==> config.mk <==
export PLATFORM = sky130hd
export DESIGN_NAME = ysyx_23060025_xbar_rd
export DESIGN_NICKNAME = d
export VERILOG_FILES = /design/src/rtl/ysyx_23060025_xbar_rd.sv
export SDC_FILE = /design/constraint.sdc
export NUM_CORES = 1
export LEC_CHECK = 0
export ABC_AREA = 1
export CAP_MARGIN = 40
export CELL_PAD_IN_SITES_DETAIL_PLACEMENT = 1
export CELL_PAD_IN_SITES_GLOBAL_PLACEMENT = 1
export CORE_UTILIZATION = 21
export CTS_CLUSTER_DIAMETER = 30
export DETAILED_ROUTE_END_ITERATION = 6
export PLACE_DENSITY = 0.92
export SKIP_LAST_GASP = 1
export SYNTH_ARGS = -nofsm -noshare
export SYNTH_HDL_FRONTEND = slang
export SYNTH_SLANG_ARGS = --single-unit
==> constraint.sdc <==
create_clock -name clock -period 2.6 [get_ports clock]
set_clock_uncertainty 0.15 [all_clocks]
set_input_delay 0.52 -clock clock [delete_from_list [all_inputs] [get_ports clock]]
set_output_delay 0.52 -clock clock [all_outputs]
set_load 0.01 [all_outputs]
==> src/rtl/ysyx_23060025_xbar_rd.sv <==
// Read crossbar: LSU master -> CLINT / main memory, DECERR for unmapped.
// Optional XBAR_TIMEOUT_EN aborts a stalled address phase with SLVERR.
module ysyx_23060025_xbar_rd #(
  parameter int ADDR_LEN = 32,
  parameter int DATA_LEN = 32,
  parameter logic [ADDR_LEN-1:0] CLINT_BASE = 32'h0200_0000,
  parameter logic [ADDR_LEN-1:0] CLINT_SIZE = 32'h0001_0000,
  parameter logic [ADDR_LEN-1:0] MEM_BASE = 32'h8000_0000,
  parameter logic [ADDR_LEN-1:0] MEM_SIZE = 32'h0800_0000,
  parameter int TIMEOUT_CYCLES = 16
) (
  input  logic                clock,
  input  logic                rstn,
  input  logic [ADDR_LEN-1:0] m_addr_r_addr_i,
  input  logic                m_addr_r_valid_i,
  output logic                m_addr_r_ready_o,
  output logic [DATA_LEN-1:0] m_r_data_o,
  output logic [1:0]          m_r_resp_o,
  output logic                m_r_valid_o,
  output logic                m_r_last_o,
  input  logic                m_r_ready_i,
  output logic [ADDR_LEN-1:0] clint_addr_r_addr_o,
  output logic                clint_addr_r_valid_o,
  input  logic                clint_addr_r_ready_i,
  input  logic [DATA_LEN-1:0] clint_r_data_i,
  input  logic [1:0]          clint_r_resp_i,
  input  logic                clint_r_valid_i,
  input  logic                clint_r_last_i,
  output logic                clint_r_ready_o,
  output logic [ADDR_LEN-1:0] mem_addr_r_addr_o,
  output logic                mem_addr_r_valid_o,
  input  logic                mem_addr_r_ready_i,
  input  logic [DATA_LEN-1:0] mem_r_data_i,
  input  logic [1:0]          mem_r_resp_i,
  input  logic                mem_r_valid_i,
  input  logic                mem_r_last_i,
  output logic                mem_r_ready_o
);

  typedef enum logic [1:0] {S_IDLE, S_ADDR, S_DATA, S_ERR} state_t;
  typedef enum logic [1:0] {SEL_NONE, SEL_CLINT, SEL_MEM, SEL_ERR} sel_t;

  // One extra bit keeps base+size from wrapping at the top of the map.
  localparam logic [ADDR_LEN:0] CLINT_LO = {1'b0, CLINT_BASE};
  localparam logic [ADDR_LEN:0] CLINT_HI = CLINT_LO + {1'b0, CLINT_SIZE};
  localparam logic [ADDR_LEN:0] MEM_LO = {1'b0, MEM_BASE};
  localparam logic [ADDR_LEN:0] MEM_HI = MEM_LO + {1'b0, MEM_SIZE};

  if (TIMEOUT_CYCLES < 1) begin : g_bad_tmo
    $error("TIMEOUT_CYCLES must be positive");
  end

  state_t state_q, state_d;
  sel_t sel_q, sel_d;
  logic [ADDR_LEN-1:0] addr_q, addr_d;

`ifdef XBAR_TIMEOUT_EN
  localparam int CW = $clog2(TIMEOUT_CYCLES + 1);
  logic [CW-1:0] cnt_q, cnt_d;
`endif

  logic [ADDR_LEN:0] a_ext;
  logic hit_clint, hit_mem;
  logic is_clint, is_mem;
  logic s_ar_ready, s_r_valid, s_r_last;
  logic [DATA_LEN-1:0] s_r_data;
  logic [1:0] s_r_resp;

  assign a_ext = {1'b0, m_addr_r_addr_i};
  assign hit_clint = (a_ext >= CLINT_LO) && (a_ext < CLINT_HI);
  assign hit_mem = (a_ext >= MEM_LO) && (a_ext < MEM_HI);

  assign is_clint = sel_q == SEL_CLINT;
  assign is_mem = sel_q == SEL_MEM;

  assign s_ar_ready = is_clint ? clint_addr_r_ready_i : mem_addr_r_ready_i;
  assign s_r_valid = is_clint ? clint_r_valid_i : mem_r_valid_i;
  assign s_r_last = is_clint ? clint_r_last_i : mem_r_last_i;
  assign s_r_data = is_clint ? clint_r_data_i : mem_r_data_i;
  assign s_r_resp = is_clint ? clint_r_resp_i : mem_r_resp_i;

  // Gated by rstn so the master never sees ready while held in reset.
  assign m_addr_r_ready_o = rstn && (state_q == S_IDLE);

  assign clint_addr_r_addr_o = addr_q;
  assign mem_addr_r_addr_o = addr_q;
  assign clint_addr_r_valid_o = (state_q == S_ADDR) && is_clint;
  assign mem_addr_r_valid_o = (state_q == S_ADDR) && is_mem;
  assign clint_r_ready_o = (state_q == S_DATA) && is_clint && m_r_ready_i;
  assign mem_r_ready_o = (state_q == S_DATA) && is_mem && m_r_ready_i;

  always_comb begin
    m_r_valid_o = 1'b0;
    m_r_data_o = '0;
    m_r_resp_o = 2'b00;
    m_r_last_o = 1'b0;
    unique case (state_q)
      S_DATA: begin
        m_r_valid_o = s_r_valid;
        m_r_data_o = s_r_data;
        m_r_resp_o = s_r_resp;
        m_r_last_o = s_r_last;
      end
      S_ERR: begin
        m_r_valid_o = 1'b1;
        m_r_resp_o = (sel_q == SEL_ERR) ? 2'b11 : 2'b10;
        m_r_last_o = 1'b1;
      end
      default: ;
    endcase
  end

  always_comb begin
    state_d = state_q;
    sel_d = sel_q;
    addr_d = addr_q;
`ifdef XBAR_TIMEOUT_EN
    cnt_d = cnt_q;
`endif
    unique case (state_q)
      S_IDLE: begin
        if (m_addr_r_valid_i) begin
          addr_d = m_addr_r_addr_i;
          unique case (1'b1)
            hit_clint: sel_d = SEL_CLINT;
            hit_mem: sel_d = SEL_MEM;
            default: sel_d = SEL_ERR;
          endcase
          state_d = (hit_clint || hit_mem) ? S_ADDR : S_ERR;
`ifdef XBAR_TIMEOUT_EN
          cnt_d = '0;
`endif
        end
      end
      S_ADDR: begin
        if (s_ar_ready) begin
          state_d = S_DATA;
`ifdef XBAR_TIMEOUT_EN
        end else if (cnt_q == CW'(TIMEOUT_CYCLES - 1)) begin
          state_d = S_ERR;
        end else begin
          cnt_d = cnt_q + 1'b1;
`endif
        end
      end
      S_DATA: begin
        if (s_r_valid && m_r_ready_i) state_d = S_IDLE;
      end
      S_ERR: begin
        if (m_r_ready_i) state_d = S_IDLE;
      end
      default: state_d = S_IDLE;
    endcase
  end

  always_ff @(posedge clock or negedge rstn) begin
    if (!rstn) begin
      state_q <= S_IDLE;
      sel_q <= SEL_NONE;
      addr_q <= '0;
`ifdef XBAR_TIMEOUT_EN
      cnt_q <= '0;
`endif
    end else begin
      state_q <= state_d;
      sel_q <= sel_d;
      addr_q <= addr_d;
`ifdef XBAR_TIMEOUT_EN
      cnt_q <= cnt_d;
`endif
    end
  end

endmodule
# Word level (Yosys, flattened, before mapping)
# Index checks and enable logic that the tools add are counted.
totals:
  word_cells: 48
  regBits: 36
  output_inout_bits: 105
op_classes:
  magnitude_cmp: 4
  n_mux: 17
  reduce_logical: 14
  eq_ne: 10
op_table:
  columns: ["op", "count"]
  rows:
  - ["$mux W32", 2]
  - ["$ge A32 B26 Y1 const B", 1]
  - ["$ge A32 B32 Y1 const B", 1]
  - ["$lt A32 B26 Y1 const B", 1]
  - ["$lt A32 B32 Y1 const B", 1]
  - ["$mux W2", 6]
  - ["$logic_and A1 B1 Y1", 10]
  - ["$eq A2 B2 Y1 const B", 4]
  - ["$pmux W2 S2", 2]
  - ["$pmux W2 S4", 1]
  - ["$ne A2 B2 Y1 const B", 3]
  - ["$eq A2 B1 Y1 const B", 2]
  - ["$mux W1", 4]
  - ["$pmux W1 S2", 2]
  - ["$reduce_and A4 Y1", 1]
  - ["$logic_not A2 Y1", 1]
  - ["$ne A2 B1 Y1 const B", 1]
  - ["$reduce_and A2 Y1", 1]
  - ["$logic_or A1 B1 Y1", 1]

# Logic depth before layout (Yosys ltp)
depth:
  word_depth: 6
  mapped_depth: 9

# Worst setup path after synthesis
# OpenSTA, ideal clock, no wires.
synth_timing:
  path_kind: "reg2out"
  from: "reg sel_q[0]"
  to: "out m_r_data_o[21]"
  path_stages_with_launch: 6
  path_buffers: 2
  slack_ns: 0.844
  arrival_ns: 1.086
  required_ns: 1.930
  path_cell_list: "dfrtp_1 -> nand2_2 -> buf_2 -> clkbuf_2 -> o21ai_0 -> nor2_1"
synth_between:
  elab_chain_cells: 3
synth_lines:
  columns: ["item", "line_no", "text"]
  rows:
  - ["start: declaration", "54", "sel_t sel_q, sel_d;"]
  - ["start signal: assignment", "166", "sel_q <= sel_d;"]
  - ["$eq A2 B1 Y1", "73", "assign is_clint = sel_q == SEL_CLINT;"]
  - ["$mux W32", "79", "assign s_r_data = is_clint ? clint_r_data_i : mem_r_data_i;"]
  - ["$mux W32", "97", "unique case (state_q)"]
  - ["end: declaration", "17", "output logic [DATA_LEN-1:0] m_r_data_o,"]
# Every way passes these cells.

# Worst setup path after layout
layout_timing:
  from: "reg state_q[1]"
  to: "out m_r_data_o[9]"
layout_between:
  elab_chain_cells: 2
layout_lines:
  columns: ["item", "line_no", "text"]
  rows:
  - ["start: declaration", "53", "state_t state_q, state_d;"]
  - ["start signal: assignment", "165", "state_q <= state_d;"]
  - ["$eq A2 B2 Y1", "97", null]
  - ["$mux W32", "97", null]
# Every way passes these cells.

==> Flow_metrics.wiki <==
{| class="wikitable"
! Metric !! Value
|-
| Outcome || finished, final reports clean
|-
| Class of the worst hold path || in2async
|-
| Floorplan Core Area || 10940 sq um
|-
| Final period demand of the worst path || 2.547 ns
|-
| Power share of the clock group || 13.0%
|-
| Worst reg2reg path depth || 7
|-
| IR Drop Worst-Case VDD || about 0.50 mV
|-
| Critical Path AT || between 1.5 and 2 ns
|-
| Vias after detailed routing || between 2000 and 3000
|-
| # rows || 38
|-
| Most common cell after layout, fill and taps aside || sky130_fd_sc_hd__clkdlybuf4s50_1
|-
| Sequential share of the synthesized area || approximately 38%
|-
| Series of cell instances along the critical path || inv_2, nor2_4, clkbuf_16, o21ai_0, nor2_1, clkdlybuf4s50_1
|-
| Power density normalized to cell area || 1011 nW/um^2
|-
| Leakage component of the power || around 2.2 nW
|-
| Layout Area Growth over Synthesis || 96.26%
|-
| Nature of the critical path endpoint || output pin
|-
| WP buf/inv || 3
|-
| Timing startpoint of the critical path || state_q[1]$_DFFE_PN0P_
|-
| Remaining routing DRC violations || 0
|-
| H-tree depth reported by CTS || 2
|-
| CTS Buffer Depth || 2
|-
| Area of placed instances || around 4400 sq um
|-
| Final period util || a little over nine tenths
|-
| Type of the worst setup path || reg2out
|-
| Stage delay of the slowest cell on the critical path || approximately 0.55 ns
|-
| Number of max-slew violations in the final report || 0
|-
| Post-Synthesis Net Count || approximately 470
|-
| Layout cells sized above 1 || 6.111%
|-
| Sequential Power Share || between 20% and 30%
|-
| Number of maximum-capacitance violations || 0
|-
| Final weighted congestion in routability-driven placement || 0.7373
|-
| Placement-stage worst setup slack || -0.08359 ns
|-
| HPWL reported at the end of detailed placement || 7617 um
|-
| Design Power || approximately 4.7 mW
|-
| Area share of the largest cell type after synthesis || a little under two fifths
|-
| Commonest cells after routing, fill and taps aside || 201 x sky130_fd_sc_hd__clkdlybuf4s50_1, 116 x sky130_fd_sc_hd__nand2_1, 81 x sky130_fd_sc_hd__nor2_1
|-
| Category of the worst setup path launch point || flop
|-
| Warnings from Yosys || 0
|-
| Setup slack of the most critical reg-to-reg path || about 0.90 ns
|-
| Die area || approximately 12000 sq um
|-
| Tightest slew margin relative to the limit || approximately two thirds
|-
| Area of all placed cells without fillers || ~4700 sq um
|-
| Starting Density || between 20 and 25%
|-
| Number of hold-slack violations in the final timing report || 0
|-
| Sw power || 1.835 mW
|-
| Total clock buffers created by CTS || 5
|-
| Via-to-Cell Ratio || between 4 and 5
|-
| Layout net count || between 600 and 700
|-
| Worst-margin pin slew || 0.4725 ns
|-
| Clock-pin transition on the worst setup and hold timing paths || 0.06 ns
|-
| Ports || 215
|-
| CP Depth || 6
|-
| Sum Neg Setup Slack || 0 ns
|-
| Filler cell count || roughly 1300
|-
| Iteration count of the initial detailed-routing pass || 4
|-
| Count of input and output buffers || between 200 and 250
|-
| Maximum clock frequency || between 300 and 400 MHz
|-
| Wire length reported by the detailed router || between 9000 and 10000 um
|-
| Total standard cell area after synthesis || ~2400 sq um
|-
| Count of clock tree sinks || 36
|-
| Cell internal pwr || 2.870 mW
|-
| Number of distinct library cells after synthesis || 22
|-
| Total congestion overflow after global routing || 0
|-
| Worst EP required || approximately 1.9 ns
|-
| Routed len/inst || ~15 um
|-
| Final Setup Violations || 0
|-
| Count of routing violations after the opening detailed-route iteration || 107
|-
| Crit Path Max Fanout || 16
|-
| #FFs+latches synth || 36
|-
| Global-route usage over all layers || approximately 15%
|-
| Worst setup path end || m_r_data_o[9]
|-
| Clk_lat worst skew || roughly 0.27 ns
|-
| Mean instance size in the synthesized netlist || roughly 6.7 sq um
|-
| Die outline height || about 110 um
|-
| CTS tree || built
|-
| Main area contributors after synthesis || sky130_fd_sc_hd__dfrtp_1 38%, sky130_fd_sc_hd__nand2_1 18%, sky130_fd_sc_hd__nor2_1 13%
|-
| Reg2Reg Launch Point || state_q[0]$_DFFE_PN0P_
|-
| Maximum number of pins on one net before global-route repair || 37
|-
| Die width || roughly 110 um
|-
| Library cell contributing the largest single delay on the critical path || sky130_fd_sc_hd__clkdlybuf4s50_1
|-
| Number of instances in the synthesized netlist || 355
|-
| Vias in the first global route || 2964
|-
| Setup repair after global routing missed its margin || true
|-
| Ant diodes || 0
|-
| Worst-case setup margin in the final layout || roughly 0.053 ns
|-
| Logic gate share of total power || between 60 and 70%
|-
| Global-route wire length before repair || 14090 um
|-
| Switching Fraction || approximately two fifths
|-
| Capture instance of the worst register-to-register path || clint_addr_r_addr_o[7]$_DFFE_PN0P_
|-
| Antenna violations before repair || 0
|-
| Largest area contributor in the synthesized netlist || sky130_fd_sc_hd__dfrtp_1
|-
| Smallest hold slack || 0.1927 ns
|-
| Family with the most delay on the worst path || buffers and inverters
|-
| ANT nets after route || 0
|-
| Root Buffer || sky130_fd_sc_hd__clkbuf_16
|}
## through the flow
| stage | std cells | util (%) |
|---|---|---|
| 3_5_place_dp | 667 | 40.29 |
| 6_report | 680 | 42.57 |
| 4_1_cts | 675 | 41.70 |
| 5_1_grt | 680 | 42.57 |
| 3_3_place_gp | 667 | 40.29 |
| 2_1_floorplan | 355 | - |
## final cells by class
type	count	area, sq um	share of cell area (%)
inverters	18	72.57	1.559
well taps	140	175.2	3.762
multi-input cells	253	1050	22.55
flip-flops and latches	36	903.4	19.40
clock inverters	2	13.76	0.2956
clock buffers	6	138.9	2.983
repair buffers	225	2302	49.45
## flip-flops by register name, indices dropped and copies added, names as in the netlist
register	flops
sel_q	2
clint_addr_r_addr_o	32
state_q	2
## worst reg2reg max path, delay by kind of cell, from the launching register on
kind          cells  cell delay (ns)
buf+inv           3             0.57
simple gates      4             0.49
flops             1             0.42
## cell families after synthesis
kind of cell | count (synthesis) | synth area share (%)
and+or+nand+nor | 211 | 35.23
buffers and inverters | 66 | 17.77
AOI/OAI and AO/OA | 42 | 9.019
DFF | 36 | 37.97
## cells in the mapped netlist
cell type	instances
sky130_fd_sc_hd__buf_2	7
sky130_fd_sc_hd__nor2_1	81
sky130_fd_sc_hd__inv_1	13
sky130_fd_sc_hd__o21ai_1	6
sky130_fd_sc_hd__inv_2	4
sky130_fd_sc_hd__nor3_1	2
sky130_fd_sc_hd__o21ai_0	30
sky130_fd_sc_hd__nor4_1	1
sky130_fd_sc_hd__inv_6	1
sky130_fd_sc_hd__clkbuf_1	1
sky130_fd_sc_hd__buf_4	34
sky130_fd_sc_hd__a21oi_1	5
sky130_fd_sc_hd__clkbuf_2	2
sky130_fd_sc_hd__nor2_8	1
sky130_fd_sc_hd__nand2_1	116
sky130_fd_sc_hd__nor2_4	1
sky130_fd_sc_hd__nand2_2	1
sky130_fd_sc_hd__nand3_1	6
sky130_fd_sc_hd__dfrtp_1	36
sky130_fd_sc_hd__nor2_2	2
sky130_fd_sc_hd__o32ai_1	1
sky130_fd_sc_hd__buf_6	4
## what timing repair did
item / 4_1_cts / 5_1_grt
setup buffers: 0 / 3
cloned: 0 / 2
hold buffers: 0 / 0
gates resized for setup: 7 / 9
endpoints found under the setup margin: 31 / 34
pin swaps: 0 / 1
## power groups by stage
stage,Combinational [mW],Clock [mW],Sequential [mW]
3_5_place_dp,2.94,0,1.08
2_1_floorplan,1.39,0,1.14
5_1_grt,3.28,0.646,1.10
6_report,3.03,0.611,1.06
4_1_cts,2.94,0.630,1.09
3_3_place_gp,2.85,0,1.07
## routing by layer
layer	vias to the layer above	track usage, %	share of wire [%]
met4	0	3.958	1.3
met3	12	3.737	9.2
met1	1376	16.25	38
met5	-	0	0
met2	146	29.48	51
li1	1431	-	-
## how the worst min path moves through the flow
stage	end	cells past startpoint
5_1_grt	clint_addr_r_addr_o[17]$_DFFE_PN0P_	2
6_report	clint_addr_r_addr_o[17]$_DFFE_PN0P_	2
3_5_place_dp	clint_addr_r_addr_o[9]$_DFFE_PN0P_	2
3_3_place_gp	clint_addr_r_addr_o[19]$_DFFE_PN0P_	2
4_1_cts	clint_addr_r_addr_o[20]$_DFFE_PN0P_	2
2_1_floorplan	clint_addr_r_addr_o[0]$_DFFE_PN0P_	0
Note: power is estimated with default switching activity, not from simulation.
